## config.mk

```make
export PLATFORM = sky130hd
export DESIGN_NAME = mem_arbiter
export DESIGN_NICKNAME = d
export VERILOG_FILES = /design/src/rtl/mem_arbiter.sv
export SDC_FILE = /design/constraint.sdc
export NUM_CORES = 1
export LEC_CHECK = 0
export ABC_AREA = 1
export BUFFER_PORTS_ARGS = -buffer_cell sky130_fd_sc_hd__buf_4
export CORE_UTILIZATION = 43
export DETAILED_ROUTE_END_ITERATION = 6
export PLACE_DENSITY = 0.76
export SETUP_SLACK_MARGIN = 0.5
export SYNTH_ARGS = -nofsm -noshare
export SYNTH_HDL_FRONTEND = slang
export SYNTH_SLANG_ARGS = --single-unit
```

## constraint.sdc

```tcl
create_clock -name clk -period 1.21 [get_ports clk]
set_input_delay 0.242 -clock clk [delete_from_list [all_inputs] [get_ports clk]]
set_output_delay 0.242 -clock clk [all_outputs]
set_load 0.005 [all_outputs]
```

## src/rtl/mem_arbiter.sv

```systemverilog
// mem_arbiter: two-requester round-robin arbiter for the shared CPU memory port.
// Each access is sequenced IDLE -> LATCH -> ACCESS -> CAPTURE -> DONE.
// Requester 0 is the processor controller and requester 1 is the debug/program loader.
// Optional feature: define MEM_ARB_STATS_EN to add the saturating grant counters
// grant_cnt0 and grant_cnt1.
module mem_arbiter #(
    parameter int ADDR_WIDTH = 8,
    parameter int DATA_WIDTH = 16
) (
    input  logic                  clk,
    input  logic                  reset,
    input  logic                  req0,
    input  logic                  req1,
    input  logic                  we0,
    input  logic                  we1,
    input  logic [ADDR_WIDTH-1:0] addr0,
    input  logic [ADDR_WIDTH-1:0] addr1,
    input  logic [DATA_WIDTH-1:0] wdata0,
    input  logic [DATA_WIDTH-1:0] wdata1,
    output logic                  ack0,
    output logic                  ack1,
    output logic [DATA_WIDTH-1:0] rdata0,
    output logic [DATA_WIDTH-1:0] rdata1,
    output logic [1:0]            grant,
    output logic                  busy,
    output logic                  addr_reg_en,
    output logic [ADDR_WIDTH-1:0] addr_reg_data,
    output logic                  data_reg_en,
    output logic [DATA_WIDTH-1:0] data_reg_data,
    output logic                  mem_wen,
    input  logic [DATA_WIDTH-1:0] mem_rdata
`ifdef MEM_ARB_STATS_EN
    ,
    output logic [15:0]           grant_cnt0,
    output logic [15:0]           grant_cnt1
`endif
);

    typedef enum logic [2:0] {IDLE, LATCH, ACCESS, CAPTURE, DONE} state_t;

    state_t                  state_q, state_d;
    logic [1:0]              grant_q, grant_d;
    logic                    last_owner_q, last_owner_d;
    logic                    we_sel_q, we_sel_d;
    logic [ADDR_WIDTH-1:0]   addr_sel_q, addr_sel_d;
    logic [DATA_WIDTH-1:0]   wdata_sel_q, wdata_sel_d;
    logic [DATA_WIDTH-1:0]   rdata0_q, rdata0_d;
    logic [DATA_WIDTH-1:0]   rdata1_q, rdata1_d;
    logic                    arb_fire;
    logic                    win0;

    // Requester 0 wins when alone, or on a tie when requester 1 owned the last access.
    assign arb_fire = (state_q == IDLE) && (req0 || req1);
    assign win0     = req0 && (!req1 || last_owner_q);

    assign grant  = grant_q;
    assign rdata0 = rdata0_q;
    assign rdata1 = rdata1_q;
    assign busy   = (state_q != IDLE);

    // Next-state logic, access-select capture and per-state memory control outputs.
    always_comb begin
        state_d       = state_q;
        grant_d       = grant_q;
        last_owner_d  = last_owner_q;
        we_sel_d      = we_sel_q;
        addr_sel_d    = addr_sel_q;
        wdata_sel_d   = wdata_sel_q;
        rdata0_d      = rdata0_q;
        rdata1_d      = rdata1_q;
        ack0          = 1'b0;
        ack1          = 1'b0;
        addr_reg_en   = 1'b0;
        addr_reg_data = '0;
        data_reg_en   = 1'b0;
        data_reg_data = '0;
        mem_wen       = 1'b0;
        case (state_q)
            IDLE: begin
                if (arb_fire) begin
                    grant_d      = win0 ? 2'b01 : 2'b10;
                    last_owner_d = !win0;
                    we_sel_d     = win0 ? we0 : we1;
                    addr_sel_d   = win0 ? addr0 : addr1;
                    wdata_sel_d  = win0 ? wdata0 : wdata1;
                    state_d      = LATCH;
                end
            end
            LATCH: begin
                // Write data is loaded on reads too; the RAM ignores it without mem_wen.
                addr_reg_en   = 1'b1;
                addr_reg_data = addr_sel_q;
                data_reg_en   = 1'b1;
                data_reg_data = wdata_sel_q;
                state_d       = ACCESS;
            end
            ACCESS: begin
                mem_wen = we_sel_q;
                state_d = CAPTURE;
            end
            CAPTURE: begin
                // RAM output is valid this cycle because it sampled the address at the end of ACCESS.
                if (!we_sel_q) begin
                    if (grant_q[0]) rdata0_d = mem_rdata;
                    else            rdata1_d = mem_rdata;
                end
                state_d = DONE;
            end
            DONE: begin
                ack0    = grant_q[0];
                ack1    = grant_q[1];
                grant_d = 2'b00;
                state_d = IDLE;
            end
            default: state_d = IDLE;
        endcase
    end

    // State and datapath registers; reset abandons any in-flight access.
    always_ff @(posedge clk) begin
        if (reset) begin
            state_q      <= IDLE;
            grant_q      <= 2'b00;
            last_owner_q <= 1'b1;
            we_sel_q     <= 1'b0;
            addr_sel_q   <= '0;
            wdata_sel_q  <= '0;
            rdata0_q     <= '0;
            rdata1_q     <= '0;
        end else begin
            state_q      <= state_d;
            grant_q      <= grant_d;
            last_owner_q <= last_owner_d;
            we_sel_q     <= we_sel_d;
            addr_sel_q   <= addr_sel_d;
            wdata_sel_q  <= wdata_sel_d;
            rdata0_q     <= rdata0_d;
            rdata1_q     <= rdata1_d;
        end
    end

`ifdef MEM_ARB_STATS_EN
    logic [15:0] cnt0_q, cnt0_d;
    logic [15:0] cnt1_q, cnt1_d;

    assign grant_cnt0 = cnt0_q;
    assign grant_cnt1 = cnt1_q;

    // Count grants per requester, saturating at all-ones.
    always_comb begin
        cnt0_d = cnt0_q;
        cnt1_d = cnt1_q;
        if (arb_fire) begin
            if (win0) begin
                if (cnt0_q != 16'hFFFF) cnt0_d = cnt0_q + 16'd1;
            end else begin
                if (cnt1_q != 16'hFFFF) cnt1_d = cnt1_q + 16'd1;
            end
        end
    end

    // Grant counter registers.
    always_ff @(posedge clk) begin
        if (reset) begin
            cnt0_q <= 16'd0;
            cnt1_q <= 16'd0;
        end else begin
            cnt0_q <= cnt0_d;
            cnt1_q <= cnt1_d;
        end
    end
`endif

endmodule

```

==> results_dict.tcl, run 1 <==
set metrics [dict create \
    status "complete, but fails checks" \
    failed_checks "setup timing" \
    clock-root-buffer "clkbuf_8" \
    path_max_fanout 6 \
    hold_slack_ps 94.88 \
    track_usage 0.2974 \
    synth_cell_type_count 18 \
    synth_top_cell_area_share 0.3956 \
    ios 134 \
    startpoint_type "flop" \
    drt_drc_violations_left 0 \
    fillers 309 \
    die_y_um 88.11 \
    grt_pass1_wl_mm 17.64 \
    relSlewSlack 0.7781 \
    avgViaCountPerCell 5.063 \
    cts.sinks 63 \
    rsz0062_at_grt "true" \
    fin_nets 792 \
    hold_viol 0 \
    drtIter0Drc 157 \
    wl_mm 14.00 \
    syn-num-nets 597 \
    grt_remaining_overflow 0 \
    crit_chain "inv_2 > nand3_4 > buf_6 > nor2_2 > buf_4" \
    grt_max_degree 47 \
    drive_above_1_share 0.5365 \
    seq_area_frac_synth 0.3956 \
    port_buffers 133 \
    dr_total_vias 4182 \
    die_area_um2 7762 \
    synth_area_um2 3188 \
    ant_nets 0 \
    worstPathRequired_ps 970 \
    h-tree-depth 3 \
    synthTopCellsByArea "dfxtp_1, nand2_1, nor2_1" \
    worstMarginPinSlew_ps 331.6 \
    seqCellArea_um2 1325 \
    yosys_warnings 0 \
    setup_tns_ps -26380 \
    place_congestion 0.7690 \
    fmax_ghz 0.6275 \
    p_leak_nw 3.137 \
    finalMaxSlewViolations 0 \
    cpPeakStageDelay_ps 370 \
    drt-pass1-iter-count 5 \
    clk_latency_ps 340 \
    rr_worst_depth 10 \
    antenna_cells 0 \
    crit_arrival_ps 1350 \
    synth_ff_type "dfxtp_1" \
    path_buf_inv 3 \
    clk_pin_slew_ps 70 \
    placementRows 31 \
    synth_edf_count 0 \
    fin_crit_ps 1594 \
    finalSetupViolCount 90 \
    cp_slowest_cell "dfxtp_4" \
    area_delta_synth_final_pct 102.4 \
    cts_inserted_buffers 9 \
    synth_cells 527 \
    layout_setup_ws_ps -383.6 \
    power_density_nw_per_um2 1029 \
    cts_tree "yes" \
    floorplan.initialDensity 0.4419 \
    synth_commonest_cells "nand2_1, nor2_1, inv_1" \
    cp.depth 5 \
    drv_cap 0 \
    async_flop_share 0 \
    die_w_um 88.11 \
    placed_area_um2 4489 \
    wl_per_cell_um 16.95 \
    place_hpwl_mm 5.788 \
    synth_largest_area_cell "dfxtp_1" \
    path_class "reg -> out" \
    finClkSkew_ps 9.076 \
    hold_class "in -> reg" \
    finalCritPeriodShare 1.317 \
    peakVddDrop_mv 0.6318 \
    critical_path.top_delay_family "buffers and inverters" \
    postLayoutCellArea_um2 6452 \
    clockBufferDepth 2 \
    coreArea_um2 7214 \
    end_kind "output port" \
    antenna_found_initial 0 \
    ys_ff_latch 63 \
    syn_area_per_cell_um2 6.049 \
    worstHoldPathCells 2 \
    power_mw 6.638 \
    multi_input_area_um2 2206 \
    grt_pass1_vias 3863 \
    yosys.cell_count.top_type "nand2_1" \
]
## sequential cells by signal, indices dropped and copies added, names as in the netlist
| signal | cells |
|---|---|
| grant | 2 |
| wdata_sel_q | 16 |
| state_q | 3 |
| rdata0 | 16 |
| rdata1 | 16 |
| we_sel_q | 1 |
| last_owner_q | 1 |
| addr_sel_q | 8 |
## cells in the final DEF (no fill, tap or decap), drive strengths merged
cell    count
nand2     145
clkinv      4
bufinv      1
clkbuf     14
dfxtp      63
buf       209
a21oi      34
o21ai       1
nand3      37
bufbuf      1
nor2      143
inv        74
nor3        1
## where the power goes
group,internal [mW],switching (mW)
Combinational,1.15,1.34
Clock,1.00,0.828
Sequential,2.23,0.0920
## routing by layer
layer / track usage / part of all wire
met2: 0.5539 / 0.53
met4: 0.1642 / 0.040
met3: 0.06975 / 0.071
met1: 0.3056 / 0.36
met5: 0 / 0
## metrics by stage
step / utilization / setup slack [ps] / cells
4_1_cts: 0.8150 / -349.5 / 809
5_1_grt: 0.8944 / -464.9 / 826
6_report: 0.8944 / -383.6 / 826
3_5_place_dp: 0.6223 / -95.37 / 746
3_3_place_gp: 0.6223 / -13.90 / 746
2_1_floorplan: - / 83.07 / 527
## final timing paths
path	start	to	slack, ps
hold / removal	reset	state_q[1]$_SDFFE_PP0P_	90
hold reg to reg	rdata1[7]$_SDFFE_PP0P_	rdata1[7]$_SDFFE_PP0P_	490
setup reg to reg	state_q[2]$_SDFFE_PP0P_	rdata0[0]$_SDFFE_PP0P_	-350
setup / recovery	state_q[2]$_SDFFE_PP0P_	data_reg_data[5]	-380
## what timing repair did
item | in CTS | in global routing
cloned | 12 | 2
endpoints found under the setup margin | 127 | 127
pin swaps | 19 | 48
hold endpoints to repair | 0 | 0
setup buffers | 35 | 15
gates resized for setup | 180 | 97
hold buffers | 0 | 0
## cell type report
cell class / instances / share of cell area
inverter: 75 / 0.04596
timing repair buffer: 212 / 0.3582
clock buffer: 12 / 0.02249
clock inverter: 4 / 0.006981
multi-input combinational: 361 / 0.3419
sequential: 63 / 0.2054
tap: 99 / 0.01920
## cell families (layout without fill, tap and decap cells)
family	count (synthesis)	count (layout)	synth area share
flops	63	63	0.3956
buf+inv	105	303	0.1393
compound gates	35	35	0.05494
simple gates	324	326	0.4101
No activity file was read; power rests on OpenSTA's default activity.
==> run 2: changes to the inputs <==
BUFFER_PORTS_ARGS = -buffer_cell sky130_fd_sc_hd__buf_2   (was -buffer_cell sky130_fd_sc_hd__buf_4)
CORE_MARGIN = 1   (was unset)
==> results_dict.tcl, run 2 (synthesis results as in run 1) <==
set metrics [dict create \
    fin_nets 761 \
    wl_per_cell_um 13.27 \
    hold_viol 0 \
    floorplan.initialDensity 0.4419 \
    clk_latency_ps 340 \
    layout_common_cells "nand2_1, buf_2, nor2_1, inv_1" \
    mostFrequentLayoutCell "nand2_1" \
    avgViaCountPerCell 4.845 \
    rsz0062_at_grt "true" \
    fmax_ghz 0.6291 \
    worstPathRequired_ps 970 \
    peakVddDrop_mv 0.5360 \
    finalSetupViolCount 90 \
    drive_above_1_share 0.4352 \
    startpoint "state_q[2]$_SDFFE_PP0P_" \
    power_density_nw_per_um2 1111 \
    die_w_um 88.11 \
    grt_max_degree 47 \
    grt_remaining_overflow 0 \
    cts_hold_buffers 0 \
    fillers 528 \
    ant_nets 0 \
    clock-root-buffer "clkbuf_8" \
    die_area_um2 7762 \
    coreArea_um2 7214 \
    clk_pin_slew_ps 70 \
    p_leak_nw 2.791 \
    die_y_um 88.11 \
    layoutNonFillerInstCount 793 \
    status "complete, but fails checks" \
    clockBufferDepth 2 \
    hold_class "in -> reg" \
    grt_pass1_vias 3324 \
    dp_cells 743 \
    grt_pass1_wl_mm 14.75 \
    cts_tree "yes" \
    finClkSkew_ps 7.226 \
    fin_crit_ps 1589 \
    startpoint_type "flop" \
    finalCritPeriodShare 1.314 \
    place_hpwl_mm 5.656 \
    place_congestion 0.8274 \
    final_util 0.7445 \
    drtIter0Drc 117 \
    worstMarginPinSlew_ps 411.9 \
    hold_start "reset" \
    dr_total_vias 3842 \
    cts.sinks 63 \
    path_max_fanout 3 \
    placementRows 31 \
    hold_slack_ps 114.6 \
    path_class "reg -> out" \
    wl_mm 10.53 \
    track_usage 0.2452 \
    port_buffers 133 \
    finalMaxSlewViolations 0 \
    ios 134 \
    drt_drc_violations_left 0 \
    antenna_found_initial 0 \
    layout_setup_ws_ps -379.5 \
    h-tree-depth 3 \
    failed_checks "setup timing" \
    drt-pass1-iter-count 4 \
    crit_arrival_ps 1350 \
    cts_inserted_buffers 9 \
    relSlewSlack 0.7248 \
    antenna_cells 0 \
    r2r-start "state_q[2]$_SDFFE_PP0P_" \
    dpl_worst_slack_ps -26.37 \
    drv_cap 0 \
    area_delta_synth_final_pct 68.49 \
    end_kind "output port" \
]
==> run 2: changes by cell type in the layout (fill, tap and decap cells not counted), moves of 13 or more <==
| cell | delta |
|---|---|
| buf_2 | +108 |
| buf_4 | -101 |
| buf_6 | -35 |
| a21oi_1 | +24 |
| nor2_1 | +16 |
| nand3_2 | -13 |
==> run 2: repair_timing <==
item	in CTS	in global routing
setup endpoints to repair	127	127
pin swaps	10	32
endpoints found under the hold margin	0	0
setup buffers	19	4
gates cloned	7	6
resized for setup	74	88
==> run 2: cell type report <==
class | count | area [µm²] | area share
multi-input cells | 362 | 1903 | 0.3543
repair buffers | 180 | 1579 | 0.2940
flip-flops and latches | 63 | 1315 | 0.2448
inverters | 75 | 286.5 | 0.05334
clock buffers | 13 | 158.9 | 0.02958
well taps | 99 | 123.9 | 0.02306
clock inverters | 1 | 5.005 | 0.0009317
==> run 2: stage by stage <==
step                area [µm²]  TNS [ps]  power, mW
floorplan                 3328         0      3.246
global placement          4121         0      3.643
detailed placement        4121    -189.3      3.667
CTS                       4808    -13490      5.585
global route              5371    -24150      6.261
finish                    5371    -19600      5.966
==> run 2: worst paths after layout <==
kind              cells past startpoint                            to  slack, ps
hold / removal                        2       state_q[0]$_SDFFE_PP0P_        110
hold reg to reg                       2        rdata0[3]$_SDFFE_PP0P_        470
setup reg to reg                     11  wdata_sel_q[15]$_SDFFE_PP0P_       -360
setup / recovery                      5                       mem_wen       -380
==> run 2: layer usage <==
metal  vias to the layer above  GRT usage  routed length (µm)
met1                      1771     0.2762                4184
met4                         0     0.1158                 170
li1                       1892          -                   -
met3                        19    0.07163                 680
met2                       160     0.4257                5490
met5                         -          0                   0
==> run 2: where the power goes <==
part	total, mW	switching (mW)	internal [mW]
Combinational	2.04	1.12	0.920
Clock	1.61	0.779	0.832
Sequential	2.32	0.0790	2.24
==> run 2: worst max-delay path, stage by stage, from the launching register on <==
cell,delay (ps)
dfxtp_4,360
buf_12,120
nor2_4,110
nand2_1,100
nor2_1,160
buf_2,150
